<file path="src/rtl/mac_cluster_seq.sv">
// mac_cluster_seq
//   Job sequencer for one quad MAC cluster. It takes a dot-product job,
//   loads the cluster config, pulses the cluster clear, and gates the cluster
//   enable per operand beat. It then drains the cluster/combiner pipeline
//   with zero-forced operands and presents the four accumulators on a
//   valid/ready result port. Operand data goes straight to the cluster; only
//   the handshake, enable and zero-force select come from here.
//
// Ports
//   clk, rst                 clock, asynchronous active-high reset
//   job_valid/job_ready      job handshake (ready only while idle)
//   job_mode                 00 single, 01 dual, 10 quad, 11 illegal (dropped)
//   job_conf                 config bits; [1:0] replaced by job_mode
//   job_len                  number of operand beats
//   job_init                 four initial accumulator words, word i at [i*ACC +: ACC]
//   op_valid/op_ready        operand beat handshake toward the cluster inputs
//   op_zero                  forces cluster operand muxes to zero
//   mac_rst, mac_en          cluster clear (loads init from mac_cfg) and enable
//   mac_cfg                  {init3,init2,init1,init0,conf}
//   mac_out0..3              cluster accumulator outputs
//   res_valid/res_ready      result handshake
//   res0..3                  captured results
//   busy                     sequencer not idle
//   err_illegal              one-cycle pulse when a mode 11 job is dropped
module mac_cluster_seq #(
   parameter int MAC_ACC_WIDTH  = 32,
   parameter int MAC_CONF_WIDTH = 4,
   parameter int LEN_WIDTH      = 16,
   parameter int PIPE_LAT       = 2
) (
   input  logic                                    clk,
   input  logic                                    rst,
   input  logic                                    job_valid,
   output logic                                    job_ready,
   input  logic [1:0]                              job_mode,
   input  logic [MAC_CONF_WIDTH-1:0]               job_conf,
   input  logic [LEN_WIDTH-1:0]                    job_len,
   input  logic [4*MAC_ACC_WIDTH-1:0]              job_init,
   input  logic                                    op_valid,
   output logic                                    op_ready,
   output logic                                    op_zero,
   output logic                                    mac_rst,
   output logic                                    mac_en,
   output logic [4*MAC_ACC_WIDTH+MAC_CONF_WIDTH-1:0] mac_cfg,
   input  logic [MAC_ACC_WIDTH-1:0]                mac_out0,
   input  logic [MAC_ACC_WIDTH-1:0]                mac_out1,
   input  logic [MAC_ACC_WIDTH-1:0]                mac_out2,
   input  logic [MAC_ACC_WIDTH-1:0]                mac_out3,
   output logic                                    res_valid,
   input  logic                                    res_ready,
   output logic [MAC_ACC_WIDTH-1:0]                res0,
   output logic [MAC_ACC_WIDTH-1:0]                res1,
   output logic [MAC_ACC_WIDTH-1:0]                res2,
   output logic [MAC_ACC_WIDTH-1:0]                res3,
   output logic                                    busy,
   output logic                                    err_illegal
);

   localparam int DRN_W = (PIPE_LAT < 2) ? 1 : $clog2(PIPE_LAT);
   localparam logic [DRN_W-1:0] DRN_LAST = DRN_W'(PIPE_LAT - 1);

   typedef enum logic [2:0] {
      S_IDLE,
      S_CLEAR,
      S_RUN,
      S_DRAIN,
      S_RESULT
   } state_t;

   state_t                    state;
   logic [LEN_WIDTH-1:0]      len_q;
   logic [LEN_WIDTH-1:0]      beat_cnt;
   logic [DRN_W-1:0]          drain_cnt;
   logic [MAC_CONF_WIDTH-1:0] conf_next;

   // Mode always overrides the low config bits of the offered job.
   always_comb begin
      conf_next      = job_conf;
      conf_next[1:0] = job_mode;
   end

   // Outputs decode straight from the state register. job_ready is also
   // masked by rst so the fabric never sees ready while reset is held.
   assign job_ready = (state == S_IDLE) & ~rst;
   assign busy      = (state != S_IDLE);
   assign mac_rst   = rst | (state == S_CLEAR);
   assign op_ready  = (state == S_RUN);
   assign op_zero   = (state != S_RUN);
   assign mac_en    = (state == S_RUN) ? op_valid : (state == S_DRAIN);
   assign res_valid = (state == S_RESULT);

   always_ff @(posedge clk or posedge rst) begin
      if (rst) begin
         state       <= S_IDLE;
         mac_cfg     <= '0;
         len_q       <= '0;
         beat_cnt    <= '0;
         drain_cnt   <= '0;
         res0        <= '0;
         res1        <= '0;
         res2        <= '0;
         res3        <= '0;
         err_illegal <= 1'b0;
      end else begin
         err_illegal <= 1'b0;
         case (state)
            S_IDLE: begin
               if (job_valid) begin
                  if (job_mode == 2'b11) begin
                     // Illegal job is consumed but leaves the cluster untouched.
                     err_illegal <= 1'b1;
                  end else begin
                     mac_cfg <= {job_init, conf_next};
                     len_q   <= job_len;
                     state   <= S_CLEAR;
                  end
               end
            end
            S_CLEAR: begin
               state <= (len_q != '0) ? S_RUN : S_DRAIN;
            end
            S_RUN: begin
               // beat_cnt never exceeds len-1, so a full-range len cannot wrap.
               if (op_valid) begin
                  if (beat_cnt == len_q - LEN_WIDTH'(1)) begin
                     beat_cnt <= '0;
                     state    <= S_DRAIN;
                  end else begin
                     beat_cnt <= beat_cnt + LEN_WIDTH'(1);
                  end
               end
            end
            S_DRAIN: begin
               // Cluster outputs are final at the edge ending the last drain cycle.
               if (drain_cnt == DRN_LAST) begin
                  drain_cnt <= '0;
                  res0      <= mac_out0;
                  res1      <= mac_out1;
                  res2      <= mac_out2;
                  res3      <= mac_out3;
                  state     <= S_RESULT;
               end else begin
                  drain_cnt <= drain_cnt + DRN_W'(1);
               end
            end
            S_RESULT: begin
               if (res_ready) state <= S_IDLE;
            end
            default: state <= S_IDLE;
         endcase
      end
   end

endmodule

</file>
<file path="config.mk">
export PLATFORM = sky130hd
export DESIGN_NAME = mac_cluster_seq
export DESIGN_NICKNAME = d
export VERILOG_FILES = /design/src/rtl/mac_cluster_seq.sv
export SDC_FILE = /design/constraint.sdc
export NUM_CORES = 1
export LEC_CHECK = 0
export CORE_AREA = 8 8 208 210
export CTS_CLUSTER_DIAMETER = 50
export DETAILED_ROUTE_END_ITERATION = 10
export DIE_AREA = 0 0 216 218
export PLACE_DENSITY_LB_ADDON = 0.15
export RECOVER_POWER = 100
export SETUP_SLACK_MARGIN = 0.15
export SLEW_MARGIN = 5
export SYNTH_ARGS = -nofsm -noshare
export SYNTH_HDL_FRONTEND = slang
export SYNTH_SLANG_ARGS = --single-unit
</file>
<file path="constraint.sdc">
create_clock -name clk -period 21.5 [get_ports clk]
set_input_delay 4.3 -clock clk [delete_from_list [all_inputs] [get_ports clk]]
set_output_delay 4.3 -clock clk [all_outputs]
set_load 0.05 [all_outputs]
</file>
### Word level (Yosys, flattened, before mapping)

Index checks and enable logic that the tools add are counted.

* $add $sub $neg: 3
* reduce and logical (&&, ||, !) cells: 7
* equality and inequality tests: 13
* muxes and demuxes: 14
* bitwise gates (word level): 4

Operators by type and width (count)
* 3-bit 2-to-1 mux: 6
* 16-bit by 1-bit adder with 16-bit output (second input constant): 1
* 16-bit == test: 1
* 16-bit 2-to-1 mux: 1
* 16-bit nonzero test: 1
* 16-bit by 1-bit subtractor with 16-bit output (second input constant): 1
* 3-bit one-hot mux with 5 select lines: 1
* 2-bit inequality test (second input constant): 4
* 3-bit by 2-bit == test with 1-bit output (second input constant): 2
* 1-bit 2-to-1 mux: 6
* 6-bit AND reduction: 1
* 2-bit by 1-bit inequality test with 1-bit output (second input constant): 2
* 2-bit AND reduction: 2
* 3-bit by 1-bit == test with 1-bit output (second input constant): 1
* 3-bit == test (second input constant): 1
* 3-bit logical NOT: 1
* 3-bit by 2-bit inequality test with 1-bit output (second input constant): 1
* 3-bit AND reduction: 1
* 3-bit nonzero test: 1
* 2-bit == test (second input constant): 1
* 1-bit NOT: 2
* 1-bit adder (second input constant): 1
* 1-bit AND: 1
* 1-bit bitwise OR: 1

* register bits after elaboration: 297
* logic and storage cells: 51

### Longest topological paths before layout

* depth in word-level cells: 5
* gate-level depth with buffers: 10

### Least setup slack after synthesis

OpenSTA, ideal clock, no wires.

* path type: input-to-output
* start: input rst
* end: output mac_rst
* data required time: 17200 ps
* slack: 4383 ps
* data arrival time: 12817 ps
* stages on the path: 2
* cell sequence: inv_1 nand2_1

* longest elaborated chain between the ends: 1

RTL lines
* start, declared: RTL line 32 `input logic rst,`
* 1-bit bitwise OR: RTL line 86 `assign mac_rst = rst | (state == S_CLEAR);`
* end, declared: RTL line 42 `output logic mac_rst,`

No other way between the ends.

### Final worst setup path

Ends and elaborated chain as after synthesis.

==> results.tsv <==
stage	metric	value	unit
clock_network	ctsRootBufferMaster	clkbuf_16	
global_routing	grt_first_pass_wirelength	60.6	mm
sta	hold_viol_final	0	
global_routing	grt_overflow	0	
sta	worstMarginPinSlew	3820	ps
synth	syn_nets	1080	
floorplanning	dieArea	47100	sq um
clock_network	htree_levels	2	
hold_path	hold_path_end	res2[28]	
clock_network	clock_latency	540	ps
final_layout	seq_area	7430	sq um
detailed_routing	viasPerCell	4.49	
floorplanning	die_w	216	um
synth	syn_inst	794	
clock_network	cts-buffers-inserted	39	
final_layout	area_growth	62.2	%
clock_network	postCtsSetupRepairBufs	0	
power	power_frac_comb	0.549	
detailed_routing	wl	41.4	mm
hold_path	hold_depth	1	
place	portBuffers	548	
clock_network	clock_path_buffers	3	
setup_path	rr_worst_depth	4	
global_routing	grt_pass1_vias	9426	
setup_path	crit_chain	dlygate4sd3_1, inv_8, nand2_1, dlygate4sd3_1	
final_layout	final_cell_mix	401 x dlygate4sd3_1, 297 x dfrtp_1, 274 x mux2_2	
power	p_switching	1.72	mW
final_layout	nFillCells	3685	
setup_path	critPathCaptureType	output port	
global_routing	antenna_found_initial	23	
synth	ys_warn_count	0	
setup_path	cp_max_fo	127	
power	pwr-share-seq	0.271	
floorplanning	die_height	218	um
hold_path	worstHoldPathType	flop to flop	
setup_path	worstSetupPathType	input pin to output port	
power	p_leak	8.08	nW
final_layout	final_common_cell	dlygate4sd3_1	
power	p_per_area	190	nW/um^2
clock_network	cts_resized	0	
clock_network	cts_hold_buf	0	
status	status	finished with violations	
setup_path	r2r-end	mac_cfg[117]	
status	violations	capacitance limit, slew limit	
floorplanning	rows	74	
setup_path	critical_path_arrival	6570	ps
setup_path	cp_slowest_cell	dlygate4sd3_1	
detailed_routing	vias	8653	
sta	drv_slew	328	
power	p_int	1.93	mW
final_layout	multiInputGateArea	4230	sq um
place	post-dp-hpwl	31.6	mm
clock_network	path_clk_slew	50	ps
sta	fin_skew	12.0	ps
global_routing	grt_max_degree	128	
sta	fin_crit_sh	0.506	
final_layout	drive_gt1_frac	0.252	
detailed_routing	route.detailed.drc	0	
power	switching_share	0.471	
floorplanning	initial_core_util	0.295	
setup_path	cp_slowest_stage_delay	810	ps
run	maxCapViolCount	6	
sta	fmax	92.0	MHz
sta	setup_viol	0	
synth	synth-seq-cells	297	
global_routing	grt_use_total	0.170	
final_layout	final_nets	1639	
hold_path	hold_start	res2[28]	
synth	netlist_area	11900	sq um
power	peakVddDrop	112	uV
detailed_routing	wl_per_cell	21.5	um
setup_path	r2r_setup_slack	16290	ps
clock_network	cts.sinks	297	
floorplanning	io_pins	551	
detailed_routing	drtAntennaViolNets	0	
setup_path	cp_data_required_time	17200	ps
setup_path	critPathLaunchType	input pin	
sta	slew-limit-headroom	-1.54	
setup_path	cpMostUsedCell	dlygate4sd3_1	
detailed_routing	drt-pass1-iter-count	4	
synth	ys_types	50	
sta	holdWs	494	ps
power	clkPwrFrac	0.181	
place	globalplace.congestion	0.798	
sta	min_period	10870	ps
floorplanning	fp.coreArea	40200	sq um
sta	rsz0062_at_grt	no	
setup_path	r2r-start	state[0]	
sta	setup_tns	0	ps
synth	yosysSeqAreaShare	0.627	
synth	syn_area_per_cell	14.9	sq um
clock_network	cts_tree	yes	
detailed_routing	drt_iter0_drc	316	
[power groups by stage]
stage | sequential [mW] | clock, mW | combinational (mW)
detailed placement | 1.01 | 0 | 2.12
CTS | 1.00 | 0.685 | 2.12
floorplan | 1.87 | 0 | 0.486
global route | 1.03 | 0.705 | 2.09
finish | 0.988 | 0.660 | 2.00
global placement | 0.995 | 0 | 2.11
[critical path, delay by kind of cell]
family	cells	cell delay [ps]
buffers and inverters	3	2050
AND/OR/NAND/NOR	1	140
[worst max-delay path by stage]
stage	from	end	cells after the start
floorplan	rst	mac_rst	2
global placement	rst	mac_rst	4
detailed placement	rst	mac_rst	4
CTS	rst	mac_rst	4
global route	rst	res3[12]	4
finish	rst	mac_rst	4
[layout make-up]
type,instances,area share
Multi-Input combinational cell,451,0.220
Antenna cell,12,0.00156
Clock inverter,14,0.00950
Clock buffer,57,0.0590
Inverter,10,0.00234
Sequential cell,297,0.386
Tap cell,532,0.0346
Timing Repair Buffer,554,0.287
[flip-flops by register name (all words and copies together), names as in the netlist, 3 cells and up]
| signal | count |
|---|---|
| state | 3 |
| beat_cnt | 16 |
| mac_cfg | 132 |
| res2 | 32 |
| len_q | 16 |
| res0 | 32 |
| res3 | 32 |
| res1 | 32 |
[logic make-up (layout without fill, tap and decap cells)]
logic type,count (synthesis),in the layout,synth area share
buf+inv,46,635,0.0171
xor+xnor,33,33,0.0244
fa+ha+maj,3,3,0.00317
other cells,0,12,0
simple gates,109,109,0.0495
compound gates,32,32,0.0188
mux,274,274,0.260
flops,297,297,0.627
[metrics by stage]
step           std cells  setup slack (ps)  utilization  total power, mW  instance area, sq um
2_1_floorplan        794              4380            -             2.36                 11900
3_3_place_gp        1844             10750        0.446             3.11                 17900
3_5_place_dp        1844             10710        0.446             3.12                 17900
4_1_cts             1915             10710        0.479             3.81                 19200
5_1_grt             1924             10350        0.478             3.82                 19200
6_report            1927             10630        0.479             3.65                 19200
[routing by layer]
| metal | up-vias | routed length (um) | GRT usage |
|---|---|---|---|
| met5 | - | 81 | 0 |
| met4 | 12 | 1010 | 0.0615 |
| met3 | 75 | 4110 | 0.0768 |
| met2 | 342 | 21200 | 0.296 |
| met1 | 4275 | 15000 | 0.179 |
| li1 | 3949 | - | - |
[synth_stat cells, drive strengths merged]
master   count  share of area
a21oi        6         0.0025
a311oi       1        0.00074
a31o         1        0.00074
a31oi        4         0.0026
and2         1        0.00053
and3         3         0.0016
and4         1        0.00074
and4b        1        0.00084
buf         17         0.0078
clkbuf      19         0.0061
dfrtp      297           0.63
ha           3         0.0032
inv         10         0.0032
mux2       274           0.26
nand2       20         0.0065
nand2b       5         0.0026
nand3       12         0.0055
nand4        4         0.0026
nand4b       2         0.0015
nand4bb      1        0.00095
nor2        38          0.012
nor2b        1        0.00053
nor3         8         0.0038
nor3b        1        0.00063
nor4         6         0.0062
o2111ai      1        0.00074
o211a        1        0.00084
o211ai       2         0.0013
o21a         2         0.0013
o21ai        8         0.0034
o221ai       3         0.0022
o22ai        2         0.0011
o41ai        1         0.0014
or2          2         0.0011
or3          3         0.0016
xnor2       20          0.015
xor2        13         0.0096
Power figures use the tool's default switching activity.
